### config.mk
export PLATFORM = sky130hd
export DESIGN_NAME = shftreg_deser
export DESIGN_NICKNAME = d
export VERILOG_FILES = /design/src/rtl/shftreg_deser.sv
export SDC_FILE = /design/constraint.sdc
export NUM_CORES = 1
export LEC_CHECK = 0
export ABC_AREA = 0
export CELL_PAD_IN_SITES_DETAIL_PLACEMENT = 2
export CELL_PAD_IN_SITES_GLOBAL_PLACEMENT = 2
export CORE_MARGIN = 2
export CORE_UTILIZATION = 33
export DETAILED_ROUTE_END_ITERATION = 8
export GPL_TIMING_DRIVEN = 0
export PLACE_DENSITY_LB_ADDON = 0.12
export SETUP_SLACK_MARGIN = 0.1
export SYNTH_ARGS = -nofsm -noshare
export SYNTH_HDL_FRONTEND = slang
export SYNTH_SLANG_ARGS = --single-unit
### constraint.sdc
create_clock -name clk -period 2.2 [get_ports clk]
set_input_delay 0.66 -clock clk [delete_from_list [all_inputs] [get_ports clk]]
set_output_delay 0.66 -clock clk [all_outputs]
set_load 0.02 [all_outputs]
### src/rtl/shftreg_deser.sv
// Serial-to-parallel receiver: collects `length` strobed bits per word, framed by an
// active-low sync marker, and presents each completed word through a valid/ready
// output register. Flags resyncs mid-word (frm_err) and dropped words (ovf).
module shftreg_deser #(
  parameter int unsigned length    = 6,
  parameter bit          MSB_FIRST = 1'b1,
  localparam int unsigned CntW     = $clog2(length + 1)
) (
  input  logic              clk,
  input  logic              rst_n,
  input  logic              s_in,
  input  logic              shift_n,
  input  logic              sync_n,
  output logic [length-1:0] p_out,
  output logic              p_valid,
  input  logic              p_ready,
  output logic [CntW-1:0]   bit_cnt,
  output logic              frm_err,
  output logic              ovf,
  input  logic              clr_ovf
);

  localparam logic [CntW-1:0] LastCnt = CntW'(length - 1);

  typedef enum logic [0:0] {
    StHunt,
    StCollect
  } state_e;

  state_e state_q, state_d;

  logic [length-1:0] shreg_q, shreg_d;
  logic [CntW-1:0]   bit_cnt_q, bit_cnt_d;
  logic [length-1:0] p_out_q, p_out_d;
  logic              p_valid_q, p_valid_d;
  logic              frm_err_q, frm_err_d;
  logic              ovf_q, ovf_d;

  logic              strobe;
  logic              sync_hit;
  logic              last_bit;
  logic              start_word;
  logic              shift_bit;
  logic              resync_err;
  logic              word_done;
  logic              overrun;
  logic              load_word;
  logic [length-1:0] shifted;
  logic [length-1:0] fresh;

  assign strobe   = ~shift_n;
  // sync_n only counts on a strobed bit
  assign sync_hit = strobe & ~sync_n;
  assign last_bit = (bit_cnt_q == LastCnt);

  // Register image after accepting s_in, and a register holding only s_in as bit 0 of a
  // new word. The first received bit travels towards the top (MSB-first) or the bottom.
  assign shifted = MSB_FIRST ? {shreg_q[length-2:0], s_in} : {s_in, shreg_q[length-1:1]};
  assign fresh   = MSB_FIRST ? {{(length - 1){1'b0}}, s_in} : {s_in, {(length - 1){1'b0}}};

  // FSM state register
  always_ff @(posedge clk or negedge rst_n) begin
    if (!rst_n) begin
      state_q <= StHunt;
    end else begin
      state_q <= state_d;
    end
  end

  // FSM next state: leave HUNT on the first qualified sync, then stay framed for good
  always_comb begin
    state_d = state_q;
    unique case (state_q)
      StHunt:    if (sync_hit) state_d = StCollect;
      StCollect: state_d = StCollect;
      default:   state_d = StHunt;
    endcase
  end

  // FSM outputs: decode what the current strobe does to the word being assembled
  always_comb begin
    start_word = 1'b0;
    shift_bit  = 1'b0;
    resync_err = 1'b0;
    unique case (state_q)
      StHunt: begin
        start_word = sync_hit;
      end
      StCollect: begin
        start_word = sync_hit;
        // Sync wins over a plain shift, including on the would-be completing bit
        shift_bit  = strobe & ~sync_hit;
        resync_err = sync_hit & (bit_cnt_q != '0);
      end
      default: begin
        start_word = 1'b0;
      end
    endcase
  end

  assign word_done = shift_bit & last_bit;
  // A completed word with the previous one still held and not taken this edge is dropped
  assign overrun   = word_done & p_valid_q & ~p_ready;
  assign load_word = word_done & ~overrun;

  // Shift register and bit counter next state
  always_comb begin
    shreg_d   = shreg_q;
    bit_cnt_d = bit_cnt_q;
    if (start_word) begin
      shreg_d   = fresh;
      bit_cnt_d = CntW'(1);
    end else if (shift_bit) begin
      if (last_bit) begin
        shreg_d   = '0;
        bit_cnt_d = '0;
      end else begin
        shreg_d   = shifted;
        bit_cnt_d = bit_cnt_q + CntW'(1);
      end
    end
  end

  // Output word register, handshake and status flags next state
  always_comb begin
    p_out_d   = p_out_q;
    p_valid_d = p_valid_q;
    if (load_word) begin
      // Covers both an empty register and a same-edge accept of the old word
      p_out_d   = shifted;
      p_valid_d = 1'b1;
    end else if (p_valid_q && p_ready) begin
      p_valid_d = 1'b0;
    end

    frm_err_d = resync_err;

    // Overrun set takes priority over a simultaneous clear
    if (overrun) begin
      ovf_d = 1'b1;
    end else if (clr_ovf) begin
      ovf_d = 1'b0;
    end else begin
      ovf_d = ovf_q;
    end
  end

  // Datapath registers
  always_ff @(posedge clk or negedge rst_n) begin
    if (!rst_n) begin
      shreg_q   <= '0;
      bit_cnt_q <= '0;
      p_out_q   <= '0;
      p_valid_q <= 1'b0;
      frm_err_q <= 1'b0;
      ovf_q     <= 1'b0;
    end else begin
      shreg_q   <= shreg_d;
      bit_cnt_q <= bit_cnt_d;
      p_out_q   <= p_out_d;
      p_valid_q <= p_valid_d;
      frm_err_q <= frm_err_d;
      ovf_q     <= ovf_d;
    end
  end

  assign p_out   = p_out_q;
  assign p_valid = p_valid_q;
  assign bit_cnt = bit_cnt_q;
  assign frm_err = frm_err_q;
  assign ovf     = ovf_q;

endmodule

# == Yosys cells after proc, flatten, opt, wreduce, memory -nomap -nowiden ==
# Index checks and enable logic that the tools add are counted.
# totals
regBits,18
inputBits,7
output_inout_bits,12
elab_cells,41
# classes
addsub,1
n_eq_ne,1
mux,14
bitwise,13
n_reduce_logical,5
# ops
operator,count
$mux W5,3
$mux W3,3
$and A1 B1 Y1,7
$mux W1,7
$not A1 Y1,6
$reduce_bool A2 Y1,3
$add A3 B1 Y3 const B,1
$eq A3 B3 Y1 const B,1
$reduce_bool A3 Y1,1
$pmux W1 S2,1
$logic_and A1 B1 Y1,1

# == Longest topological paths before layout ==
# Gate-level depths: netlist of run 1.
# logic_depth
ltp_word,11
ltp_mapped,4

# == Least setup slack after synthesis of run 1 ==
# Ideal clock, no wire load.
# synth_timing
path_type,input -> register
start,input port shift_n
end,"register p_out_q[0], in the netlist p_out[0]"
arrival_time_ns,1.556
required_ns,2.075
path_slack_ns,0.519
cell_stages,3
path_cell_list,nand3b_2 -> nor3b_4 -> mux2_2
# synth_between
elab_chain_cells,10
# synth_rtl
element,line,text
from (decl),12,"input logic shift_n,"
$not A1 Y1 *,51,assign strobe = ~shift_n;
$and A1 B1 Y1,53,assign sync_hit = strobe & ~sync_n;
$not A1 Y1,92,shift_bit = strobe & ~sync_hit;
$and A1 B1 Y1 *,92,
$mux W1 *,85,unique case (state_q)
$and A1 B1 Y1 *,101,assign word_done = shift_bit & last_bit;
$and A1 B1 Y1 (2 in a row),103,assign overrun = word_done & p_valid_q & ~p_ready;
$not A1 Y1,104,assign load_word = word_done & ~overrun;
$and A1 B1 Y1 *,104,
to (signal assigned),160,p_out_q <= p_out_d;
to (decl),34,"logic [length-1:0] p_out_q, p_out_d;"
# Every way passes the cells marked *; elsewhere a longest branch is shown, timed or not.
# A chain may end at the register's enable or synchronous reset.

# == Worst setup path in the final report of run 1 ==
# layout_timing
start,"register bit_cnt_q[0], in the netlist bit_cnt[0]"
end,output port bit_cnt[0]
# layout_lines
element,line,text
from (decl),33,"logic [CntW-1:0] bit_cnt_q, bit_cnt_d;"
from (signal assigned),159,bit_cnt_q <= bit_cnt_d;
to (decl),17,"output logic [CntW-1:0] bit_cnt,"
# No word-level cell between the ends.

==> flow_summary_export.csv, run 1 <==
group,metric,value,unit
synth,synth_edf_count,0,
drt,ant_nets,0,
place,port-buffer-count,17,
worst_setup_path,crit_slowest_cell,"clkdlybuf4s50_1",
sta,fin_tns_setup,0,ps
clocking,htreeDepth,1,
floorplanning,start_util,0.350,
floorplanning,std_cell_rows,17,
drt,drt_iter0_drc,5,
drt,vias,548,
sta,fin_skew,0.951,ps
synth,synth_most_common_cell,"dfrtp_1",
place,place_area,980,um2
finish,final_cell_area,1010,um2
pwr,switching_power,0.224,mW
pwr,p_comb_frac,0.273,
min_path,hold_path.class,"reg -> reg",
global_route,overflow,0,
place,pre_cts_slack,-94.9,ps
floorplanning,die_w,52.4,um
synth,ys_top_cells_by_area,"dfrtp_1, mux2_2, a22o_2",
job,cap_violations,0,
sta,fin_ws,205,ps
drt,routed_wl,1.57,mm
sta,relSlewSlack,0.479,
pwr,p_clk_frac,0.199,
worst_setup_path,end_kind,"output port",
worst_setup_path,cpPeakStageDelay,630,ps
floorplanning,io_pins,19,
sta,finalCriticalPeriod,2000,ps
synth,synthXorXnorAreaFrac,0,
synth,ys_types,25,
global_route,antenna_found_initial,0,
drt,routedWlPerCell,14.8,um
finish,area_growth,29.9,%
run_status,status,"completed",
clocking,clkSinkCount,18,
synth,netlist_area,774,um2
synth,yosys.area.top_type_share,0.582,
synth,synth.area.mux_share,0.0872,
pwr,internal-power,0.550,mW
clocking,cts_tree,"built",
pwr,p_sw_frac,0.289,
floorplanning,coreArea,2210,um2
synth,synth_fa_ha_area_frac,0,
worst_setup_path,crit_fanout,6,
clocking,root_buffer,"clkbuf_4",
synth,synth_nets,65,
synth,synth_warnings,0,
sta,hold_slack,516,ps
worst_setup_path,worst_setup_path_start_kind,"flop",
clocking,path_clk_slew,90,ps
finish,antennaDiodeCount,0,
sta,fmax,501,MHz
sta,slew_violations,0,
synth,syn_inst,58,
drt,viasPerCell,5.17,
global_route,grt_pass1_wl,2.73,mm
synth,ys.flop_type,"dfrtp_1",
pwr,power,0.774,mW
clocking,clk_latency,280,ps
place,dp_cells,103,
synth,synth_compound_area_frac,0.124,
pwr,power.density,770,nW/um2
worst_setup_path,arrival,1340,ps
worst_setup_path,worstPathCellList,"clkdlybuf4s50_1",
worst_setup_path,rrSetupSlack,620,ps
drt,drtPass1Iterations,4,
worst_setup_path,critical_path_required,1540,ps
global_route,grt_max_degree,19,
floorplanning,die_area,2750,um2
finish,drive_gt1_frac,0.269,
synth,synth_top_family_by_area,"simple AND/OR/NAND/NOR gates",
pwr,p_seq_frac,0.529,
finish,instances_no_fill,106,
sta,hold_viol,0,
finish,nets,87,
worst_setup_path,critPathBufInv,1,
synth,synth_simple_gate_area_frac,0.183,
synth,seq_area_frac_synth,0.582,
sta,finalSetupViolations,0,
pwr,leakage,0.457,nW
place,place.gp.congestion,0.684,
clocking,clk_path_buf_depth,2,
drt,drc,0,
pwr,ir_worst_vdd,0.374,mV
worst_setup_path,path_class,"reg -> out",
sta,rsz0062_at_grt,"no",
global_route,grt_usage,0.141,
synth,ys_ff_latch,18,
global_route,grt_pass1_vias,570,
synth,synth.largest_area_cell,"dfrtp_1",
finish,post-route-util,0.455,
place,hpwlAfterDp,1.20,mm
floorplanning,fp.dieH,52.4,um
clocking,cts_made_buffers,3,
worst_setup_path,crit_family,"buffers and inverters",
sta,worst_slew_pin_slew,780,ps
synth,synth_commonest_cells,"dfrtp_1, mux2_2, a22o_2, or2_2",
synth,postSynth.asyncResetShare,1.00,
synth,syn_avg_cell_area,13.4,um2
sta,finalCritPeriodShare,0.907,
logic make-up (layout without fill, tap and decap cells):
kind of cell / after synthesis / count (layout)
and+or+nand+nor: 19 / 19
DFF: 18 / 18
AOI/OAI and AO/OA: 12 / 12
muxes: 6 / 6
buffers and inverters: 3 / 23
per-layer routing:
| metal | share of wire | GRT usage |
|---|---|---|
| met2 | 0.52 | 0.215 |
| met3 | 0.047 | 0.0286 |
| met4 | 0.011 | 0.0641 |
| met5 | 0 | 0 |
| met1 | 0.43 | 0.191 |
repair_timing:
item | in CTS | in global routing
gates resized for setup | 0 | 2
hold buffers | 0 | 0
endpoints found under the setup margin | 0 | 2
setup buffers | 0 | 0
area by class of cell:
class / instances / area, um2
clock buffers: 3 / 22.5
repair buffers: 17 / 173
plain buffers: 2 / 15.0
multi-input cells: 37 / 305
inverters: 1 / 3.75
well taps: 28 / 35.0
flip-flops and latches: 18 / 452
fillers: 230 / 1210
power by group through the flow:
stage	clock network (mW)	logic (mW)	registers [mW]
floorplan	0	0.0688	0.454
global placement	0	0.211	0.413
global route	0.179	0.229	0.419
detailed placement	0	0.216	0.416
CTS	0.163	0.216	0.410
finish	0.154	0.211	0.409
flip-flops by register name, summed over array words and instances, names as in the netlist:
| name | count |
|---|---|
| frm_err | 1 |
| ovf | 1 |
| p_out | 6 |
| p_valid | 1 |
| shreg_q | 5 |
| bit_cnt | 3 |
| state_q | 1 |
cells in the final DEF, fill, tap and decap left out, drive strengths merged:
| master | count |
|---|---|
| buf | 1 |
| or2 | 3 |
| nand3b | 2 |
| a221o | 2 |
| clkbuf | 4 |
| nand2b | 1 |
| a22o | 4 |
| nor2b | 2 |
| and2b | 1 |
| inv | 1 |
| nor4 | 1 |
| a21boi | 1 |
| and3 | 2 |
| o22ai | 1 |
| or3b | 1 |
| nor3 | 1 |
| a21oi | 1 |
| nand2 | 2 |
| o21bai | 1 |
| dfrtp | 18 |
| mux2 | 6 |
| dlymetal6s2s | 1 |
| nor4b | 2 |
| nor3b | 1 |
| clkdlybuf4s50 | 16 |
| o21ai | 2 |
final timing paths:
kind | startpoint | end | cells past startpoint
worst max-delay path | bit_cnt[0] | bit_cnt[0] | 1
worst min-delay path | p_out[3] | p_out[3] | 1
worst max register to register | bit_cnt[1] | p_out[5] | 3
worst min register to register | p_out[3] | p_out[3] | 1
max in group asynchronous | rst_n | bit_cnt[2] | 1
min in group asynchronous | rst_n | p_out[5] | 1
Note: power is estimated with default switching activity, not from simulation.
==> run 2: changes to the inputs <==
--- a/config.mk
+++ b/config.mk
@@ -10,6 +10,7 @@
 export CELL_PAD_IN_SITES_GLOBAL_PLACEMENT = 2
 export CORE_MARGIN = 2
 export CORE_UTILIZATION = 33
+export CTS_CLUSTER_DIAMETER = 150
 export DETAILED_ROUTE_END_ITERATION = 8
 export GPL_TIMING_DRIVEN = 0
 export PLACE_DENSITY_LB_ADDON = 0.12
==> results of run 2 <==
No change in the layout: final DEF, timing and power equal those of run 1.
==> run 3: changes to the inputs <==
--- a/config.mk
+++ b/config.mk
@@ -6,6 +6,7 @@
 export NUM_CORES = 1
 export LEC_CHECK = 0
 export ABC_AREA = 0
+export CAP_MARGIN = 10
 export CELL_PAD_IN_SITES_DETAIL_PLACEMENT = 2
 export CELL_PAD_IN_SITES_GLOBAL_PLACEMENT = 2
 export CORE_MARGIN = 2
==> results of run 3 <==
No change in the layout: final DEF, timing and power equal those of run 1.
